## src/rtl/audio_pkg.sv

```systemverilog
// Shared definitions for the audio sample SRAM sequencer: FSM state
// encoding, default widths and the maximum-address helper.
// Optional build macro used by audio_sram_ctrl: AUDIO_SRAM_CTRL_LOOP_EN.
package audio_pkg;

    localparam int ADDR_W_DEF = 18;
    localparam int DATA_W_DEF = 16;
    localparam int CNT_W      = 8;

    // State encoding is visible on the debug/LED port, so the values are fixed.
    typedef enum logic [2:0] {
        ST_IDLE      = 3'd0,
        ST_REC_WAIT  = 3'd1,
        ST_REC_WR    = 3'd2,
        ST_PLAY_WAIT = 3'd3,
        ST_PLAY_RD   = 3'd4,
        ST_PAUSE     = 3'd5
    } state_e;

    // Highest word address for a given address width.
    function automatic logic [31:0] max_addr(input int w);
        return (32'd1 << w) - 32'd1;
    endfunction

    localparam logic [31:0] MAX_ADDR = max_addr(ADDR_W_DEF);

endpackage

```

## src/rtl/sram_access_timer.sv

```systemverilog
// Down-counter that times one SRAM access. Loaded on the edge that enters
// the access state; last_cycle_o is high during the final access cycle.
module sram_access_timer
    import audio_pkg::*;
(
    input  logic             bclk,
    input  logic             reset,
    input  logic             load_i,
    input  logic [CNT_W-1:0] load_val_i,
    output logic             last_cycle_o
);

    logic [CNT_W-1:0] cnt_q;

    // Load the access length, then count down to zero and stay there.
    always_ff @(posedge bclk) begin
        if (reset) begin
            cnt_q <= '0;
        end else if (load_i) begin
            cnt_q <= load_val_i;
        end else if (cnt_q != '0) begin
            cnt_q <= cnt_q - CNT_W'(1);
        end
    end

    assign last_cycle_o = (cnt_q == CNT_W'(1));

endmodule

```

## src/rtl/audio_sram_ctrl.sv

```systemverilog
// Record/playback sequencer for the shared audio sample SRAM.
// Build option: define AUDIO_SRAM_CTRL_LOOP_EN to loop playback at the end
// of the recording instead of returning to IDLE.
module audio_sram_ctrl
    import audio_pkg::*;
#(
    parameter int ADDR_W    = ADDR_W_DEF,
    parameter int DATA_W    = DATA_W_DEF,
    parameter int WR_CYCLES = 2,
    parameter int RD_CYCLES = 2
) (
    input  logic              bclk,
    input  logic              reset,
    input  logic              cmd_record,
    input  logic              cmd_play,
    input  logic              cmd_pause,
    input  logic              cmd_stop,
    input  logic              adc_valid,
    input  logic [DATA_W-1:0] adc_data,
    input  logic              dac_req,
    output logic [DATA_W-1:0] dac_data,
    output logic [ADDR_W-1:0] sram_addr,
    output logic [DATA_W-1:0] sram_dq_out,
    output logic              sram_dq_oe,
    input  logic [DATA_W-1:0] sram_dq_in,
    output logic              sram_ce_n,
    output logic              sram_we_n,
    output logic              sram_oe_n,
    output logic [2:0]        state,
    output logic [ADDR_W:0]   rec_len,
    output logic              full,
    output logic              overrun
);

    localparam logic [ADDR_W-1:0] ADDR_MAX = ADDR_W'(max_addr(ADDR_W));
    localparam logic [ADDR_W:0]   LEN_ONE  = (ADDR_W+1)'(1);

    state_e            state_q;
    logic [ADDR_W-1:0] addr_q;
    logic [ADDR_W:0]   rec_len_q;
    logic [DATA_W-1:0] dac_q;
    logic [DATA_W-1:0] dq_out_q;
    logic              dq_oe_q, ce_n_q, we_n_q, oe_n_q;
    logic              full_q, overrun_q;
    logic              pause_pend_q, stop_pend_q;
    logic              resume_play_q;   // 1: PAUSE came from playback

    logic             start_wr, start_rd, timer_last;
    logic             stop_now, pause_now, play_end;
    logic [CNT_W-1:0] timer_val;
    logic [ADDR_W:0]  len_here;

    // Access starts and end-of-access decisions; commands outrank data strobes.
    always_comb begin
        start_wr  = (state_q == ST_REC_WAIT)  && !cmd_stop && !cmd_pause && adc_valid;
        start_rd  = (state_q == ST_PLAY_WAIT) && !cmd_stop && !cmd_pause && dac_req;
        timer_val = start_wr ? CNT_W'(WR_CYCLES) : CNT_W'(RD_CYCLES);
        stop_now  = stop_pend_q | cmd_stop;
        pause_now = pause_pend_q | cmd_pause;
        len_here  = {1'b0, addr_q} + LEN_ONE;
        play_end  = (len_here == rec_len_q);
    end

    sram_access_timer u_timer (
        .bclk         (bclk),
        .reset        (reset),
        .load_i       (start_wr | start_rd),
        .load_val_i   (timer_val),
        .last_cycle_o (timer_last)
    );

    // Main sequencer; every SRAM strobe is a register so it is glitch-free.
    always_ff @(posedge bclk) begin
        if (reset) begin
            state_q       <= ST_IDLE;
            addr_q        <= '0;
            rec_len_q     <= '0;
            dac_q         <= '0;
            dq_out_q      <= '0;
            dq_oe_q       <= 1'b0;
            ce_n_q        <= 1'b1;
            we_n_q        <= 1'b1;
            oe_n_q        <= 1'b1;
            full_q        <= 1'b0;
            overrun_q     <= 1'b0;
            pause_pend_q  <= 1'b0;
            stop_pend_q   <= 1'b0;
            resume_play_q <= 1'b0;
        end else begin
            case (state_q)
                ST_IDLE: begin
                    // Also clears the final sample one cycle after playback ends.
                    dac_q <= '0;
                    if (!cmd_stop && !cmd_pause) begin
                        if (cmd_play) begin
                            if (rec_len_q != '0) begin
                                addr_q  <= '0;
                                state_q <= ST_PLAY_WAIT;
                            end
                        end else if (cmd_record) begin
                            addr_q    <= '0;
                            rec_len_q <= '0;
                            full_q    <= 1'b0;
                            overrun_q <= 1'b0;
                            state_q   <= ST_REC_WAIT;
                        end
                    end
                end
                ST_REC_WAIT: begin
                    if (cmd_stop) begin
                        state_q <= ST_IDLE;
                    end else if (cmd_pause) begin
                        resume_play_q <= 1'b0;
                        state_q       <= ST_PAUSE;
                    end else if (adc_valid) begin
                        dq_out_q <= adc_data;
                        dq_oe_q  <= 1'b1;
                        ce_n_q   <= 1'b0;
                        we_n_q   <= 1'b0;
                        state_q  <= ST_REC_WR;
                    end
                end
                ST_REC_WR: begin
                    if (adc_valid) begin
                        overrun_q <= 1'b1;
                    end
                    if (timer_last) begin
                        ce_n_q       <= 1'b1;
                        we_n_q       <= 1'b1;
                        dq_oe_q      <= 1'b0;
                        rec_len_q    <= len_here;
                        pause_pend_q <= 1'b0;
                        stop_pend_q  <= 1'b0;
                        if (addr_q == ADDR_MAX) begin
                            full_q  <= 1'b1;
                            state_q <= ST_IDLE;
                        end else begin
                            addr_q <= addr_q + ADDR_W'(1);
                            if (stop_now) begin
                                state_q <= ST_IDLE;
                            end else if (pause_now) begin
                                resume_play_q <= 1'b0;
                                state_q       <= ST_PAUSE;
                            end else begin
                                state_q <= ST_REC_WAIT;
                            end
                        end
                    end else begin
                        if (cmd_stop)  stop_pend_q  <= 1'b1;
                        if (cmd_pause) pause_pend_q <= 1'b1;
                    end
                end
                ST_PLAY_WAIT: begin
                    if (cmd_stop) begin
                        dac_q   <= '0;
                        state_q <= ST_IDLE;
                    end else if (cmd_pause) begin
                        dac_q         <= '0;
                        resume_play_q <= 1'b1;
                        state_q       <= ST_PAUSE;
                    end else if (dac_req) begin
                        ce_n_q  <= 1'b0;
                        oe_n_q  <= 1'b0;
                        state_q <= ST_PLAY_RD;
                    end
                end
                ST_PLAY_RD: begin
                    if (timer_last) begin
                        // A completed read is always presented; IDLE/PAUSE clear it next cycle.
                        ce_n_q       <= 1'b1;
                        oe_n_q       <= 1'b1;
                        dac_q        <= sram_dq_in;
                        pause_pend_q <= 1'b0;
                        stop_pend_q  <= 1'b0;
                        if (stop_now) begin
                            state_q <= ST_IDLE;
                        end else if (play_end) begin
`ifdef AUDIO_SRAM_CTRL_LOOP_EN
                            addr_q        <= '0;
                            resume_play_q <= 1'b1;
                            state_q       <= pause_now ? ST_PAUSE : ST_PLAY_WAIT;
`else
                            state_q <= ST_IDLE;
`endif
                        end else begin
                            addr_q        <= addr_q + ADDR_W'(1);
                            resume_play_q <= 1'b1;
                            state_q       <= pause_now ? ST_PAUSE : ST_PLAY_WAIT;
                        end
                    end else begin
                        if (cmd_stop)  stop_pend_q  <= 1'b1;
                        if (cmd_pause) pause_pend_q <= 1'b1;
                    end
                end
                ST_PAUSE: begin
                    if (resume_play_q) begin
                        dac_q <= '0;
                    end
                    if (cmd_stop) begin
                        state_q <= ST_IDLE;
                    end else if (cmd_pause) begin
                        state_q <= resume_play_q ? ST_PLAY_WAIT : ST_REC_WAIT;
                    end
                end
                default: begin
                    state_q <= ST_IDLE;
                end
            endcase
        end
    end

    assign dac_data    = dac_q;
    assign sram_addr   = addr_q;
    assign sram_dq_out = dq_out_q;
    assign sram_dq_oe  = dq_oe_q;
    assign sram_ce_n   = ce_n_q;
    assign sram_we_n   = we_n_q;
    assign sram_oe_n   = oe_n_q;
    assign state       = state_q;
    assign rec_len     = rec_len_q;
    assign full        = full_q;
    assign overrun     = overrun_q;

endmodule

```

## config.mk

```make
export PLATFORM = sky130hd
export DESIGN_NAME = audio_sram_ctrl
export DESIGN_NICKNAME = d
export VERILOG_FILES = /design/src/rtl/audio_pkg.sv /design/src/rtl/sram_access_timer.sv /design/src/rtl/audio_sram_ctrl.sv
export SDC_FILE = /design/constraint.sdc
export NUM_CORES = 1
export LEC_CHECK = 0
export ABC_CLOCK_PERIOD_IN_PS = 3500
export CELL_PAD_IN_SITES_DETAIL_PLACEMENT = 1
export CELL_PAD_IN_SITES_GLOBAL_PLACEMENT = 1
export CORE_MARGIN = 5
export CORE_UTILIZATION = 36
export DETAILED_ROUTE_END_ITERATION = 16
export GPL_ROUTABILITY_DRIVEN = 0
export PLACE_DENSITY_LB_ADDON = 0.1
export SLEW_MARGIN = 20
export SYNTH_ARGS = -nofsm -noshare
export SYNTH_HDL_FRONTEND = slang
export SYNTH_HIERARCHICAL = 1
export SYNTH_SLANG_ARGS = --single-unit
```

## constraint.sdc

```tcl
create_clock -name bclk -period 3.5 [get_ports bclk]
set_clock_uncertainty 0.05 [all_clocks]
set_input_delay 1.05 -clock bclk [delete_from_list [all_inputs] [get_ports bclk]]
set_output_delay 1.05 -clock bclk [all_outputs]
set_load 0.01 [all_outputs]
```

==> out/results.ini <==
[cells_and_area]
area_growth_pct=40.5
fin_nets=785
fin_cells=922
final_util_pct=51.2
drive_above_1_share_pct=13.7
n_antenna_cell=0

[die]
start_util_pct=36.5
core_area_um2=13200
io_pins=118
fp.dieH_um=126
dieArea_um2=15800
die_w_um=126
rows=42

[yosys]
ys_warn_count=6
synth_area_um2=4810
synth_top_family_by_area=simple AND/OR/NAND/NOR gates
synthAdderAreaFrac_pct=1.04
syn_inst=597
yosys-top-cells-count=dfxtp_1 (89), nand2_1 (82), a21oi_1 (74)
synth_area_leaders=dfxtp_1 (37%), a21oi_1 (7.7%), nand2_1 (6.4%)
seq_area_frac_synth_pct=37.0
synth_edf_count=0
synth_cell_types=70
synth.area.mux_share_pct=0.650
synth_top_flop_cell=dfxtp_1
synth-compound-area-share_pct=21.1
yosysTopAreaCellShare_pct=37.0
yosys.cell_count.top_type=dfxtp_1
synthSimpleGateAreaFrac_pct=26.7
ys_seq_elements=89
yosysTopAreaCell=dfxtp_1
avgSynthCellArea_um2=8.06
synth_xor_area_share_pct=7.57
async_flop_share_pct=0

[drt]
drc=0
drt_iter0_drc=270
wl_um=17800
via_per_inst=5.48
vias=5048
avgRoutedWirePerCell_um=19.3
drtAntennaViolNets=0
firstDrtPassIters=5

[power_and_ir_drop]
irDropWorstVdd_v=0.000202
power_density_nw_per_um2=438
totalPowerFinal_mw=2.96
p_leak_nw=2.49

[placement]
port_buffers=117
pre_cts_slack_ns=0.0205
dp_cells=906
hpwl_um=13000

[worst_hold_path]
hold_depth=2
hp-start=sram_dq_out[10]$_SDFFE_PP0P_
hp-class=reg2reg
worstHoldEndpoint=sram_dq_out[10]$_SDFFE_PP0P_

[global_routing]
grt_first_pass_wirelength_um=28500
track_usage_pct=22.3
grt_overflow_total=0
grt_antenna_before_repair=0
grt_pass1_vias=5239
grt_max_degree=50

[timing]
fin_tns_setup_ns=0
finalCritPeriodShare_pct=94.4
setup_viol=0
worst_pin_slew_ns=0.709
period_minus_slack_ns=3.30
fmax_mhz=303
finalHoldViolCount=0
rsz0062_at_grt=false
setup_slack_ns=0.196
relSlewSlack_pct=52.6
timing.final.max_slew_violations=0

[outcome]
status=completed

[worst_setup_path]
slowest_delay_ns=0.46
arrival_ns=3.50
critPathKind=reg2reg
r2r_setup_slack_ns=0.20
critPathBufInv=2
cp_max_fo=8
worstSetupStartpointType=register
r2r_start=sram_addr[1]$_SDFFE_PP0P_
slowest_stage=nor4_1
reg2reg_to=sram_addr[11]$_SDFFE_PP0P_
crit_family=simple AND/OR/NAND/NOR gates
end_kind=register
crit_top_cell=buf_4
path_cells=ha_1 > nand3_4 > nor2_4 > and3_1 > xor2_1 > nor4_1 > buf_4 > a311oi_2 > o211ai_4 > buf_4 > nor2_1 > a32o_1
worst-r2r-cell-count=12
required_ns=3.70

[clock_tree]
cts.sink_count=89
clock_path_buffers=2
clock-root-buffer=clkbuf_16
numCtsBuffers=9
path_clk_slew_ns=0.07
clock_tree.htree_level_count=3
clk_latency_ns=0.35
ctsHoldBuffers=0
cts_tree=yes

[run]
cap_violations=0

worst max path at each step:
stage | slack, ns | end | cells past startpoint | start
2_1_floorplan | 0.32 | sram_addr[11]$_SDFFE_PP0P_ | 12 | sram_addr[0]$_SDFFE_PP0P_
3_3_place_gp | 0.11 | sram_addr[11]$_SDFFE_PP0P_ | 11 | sram_addr[2]$_SDFFE_PP0P_
3_5_place_dp | 0.02 | sram_addr[11]$_SDFFE_PP0P_ | 11 | sram_addr[2]$_SDFFE_PP0P_
4_1_cts | 0.07 | sram_addr[11]$_SDFFE_PP0P_ | 12 | sram_addr[1]$_SDFFE_PP0P_
5_1_grt | 0.002 | sram_addr[11]$_SDFFE_PP0P_ | 12 | sram_addr[1]$_SDFFE_PP0P_
6_report | 0.20 | sram_addr[11]$_SDFFE_PP0P_ | 12 | sram_addr[1]$_SDFFE_PP0P_
routing by layer:
layer  share of wire [%]  global-route usage, %  vias to the layer above
li1                    -                      -                     2394
met1                  45                   29.4                     2471
met2                  48                   36.1                      158
met3                 5.3                   4.31                       25
met4                 2.3                   8.86                        0
met5                   0                      0                        -
power by group:
| group | switching [mW] | internal, mW | leakage, nW |
|---|---|---|---|
| clock network | 0.444 | 0.598 | 0.158 |
| logic | 0.415 | 0.336 | 1.61 |
| registers | 0.0882 | 1.07 | 0.720 |
| total | 0.947 | 2.01 | 2.49 |
state kept, by name (all words and copies together), names as in the netlist:
register	flops
dac_data	16
full	1
overrun	1
pause_pend_q	1
rec_len	19
resume_play_q	1
sram_addr	18
sram_ce_n	1
sram_dq_oe	1
sram_dq_out	16
sram_oe_n	1
sram_we_n	1
state	3
stop_pend_q	1
u_timer/cnt_q	8
layout by cell type, fill, tap and decap left out, types with 3 or more instances in the layout:
cell type	Yosys	layout
nor4_2	2	3
nand4bb_1	3	3
clkbuf_16	0	9
nor3b_1	5	5
a21oi_1	74	74
nand2b_1	5	5
a31oi_1	5	5
nor4_1	7	6
and3_1	3	3
nor2_1	65	65
o31ai_1	4	4
a211oi_1	3	3
inv_1	15	15
ha_1	4	4
conb_1	2	8
nor4_4	5	5
nand4_1	5	5
o22ai_1	4	4
clkdlybuf4s50_1	0	116
a211oi_2	4	4
dfxtp_1	89	88
or3_1	8	7
o211ai_1	5	5
nand2_1	82	82
nor3_1	9	9
xnor2_1	28	28
a22oi_1	15	15
buf_4	5	53
nand3_1	25	25
or4_1	3	3
o21ai_0	16	16
xor2_1	11	11
logic make-up after synthesis:
kind of cell / Yosys count
compound gates: 155
xor+xnor: 40
fa+ha+maj: 4
buf+inv: 60
flops: 89
mux: 3
other cells: 2
simple gates: 244
worst min-delay path: stages (launching register included):
cell and delay, ns:
dfxtp_1 0.31, nand2_1 0.05, a21oi_1 0.05
stage by stage:
step	hold WS, ns	cell area, um2
2_1_floorplan	0.409	4830
3_3_place_gp	0.388	6410
3_5_place_dp	0.400	6410
4_1_cts	0.411	6730
5_1_grt	0.429	6760
6_report	0.407	6760
what timing repair did:
item | CTS | global route
pin swaps | 0 | 0
endpoints found under the setup margin | 4 | 17
endpoints found under the hold margin | 0 | 0
resized for setup | 1 | 5
setup buffers | 0 | 0
cell type report:
| cell class | instances | area (um2) |
|---|---|---|
| Sequential cell | 89 | 1780 |
| Inverter | 17 | 63.8 |
| Multi-Input combinational cell | 454 | 2810 |
| Clock buffer | 11 | 253 |
| Tap cell | 176 | 220 |
| Fill cell | 1602 | 6430 |
| Clock inverter | 5 | 60.1 |
| Timing Repair Buffer | 170 | 1560 |
Note: power is estimated with default switching activity, not from simulation.
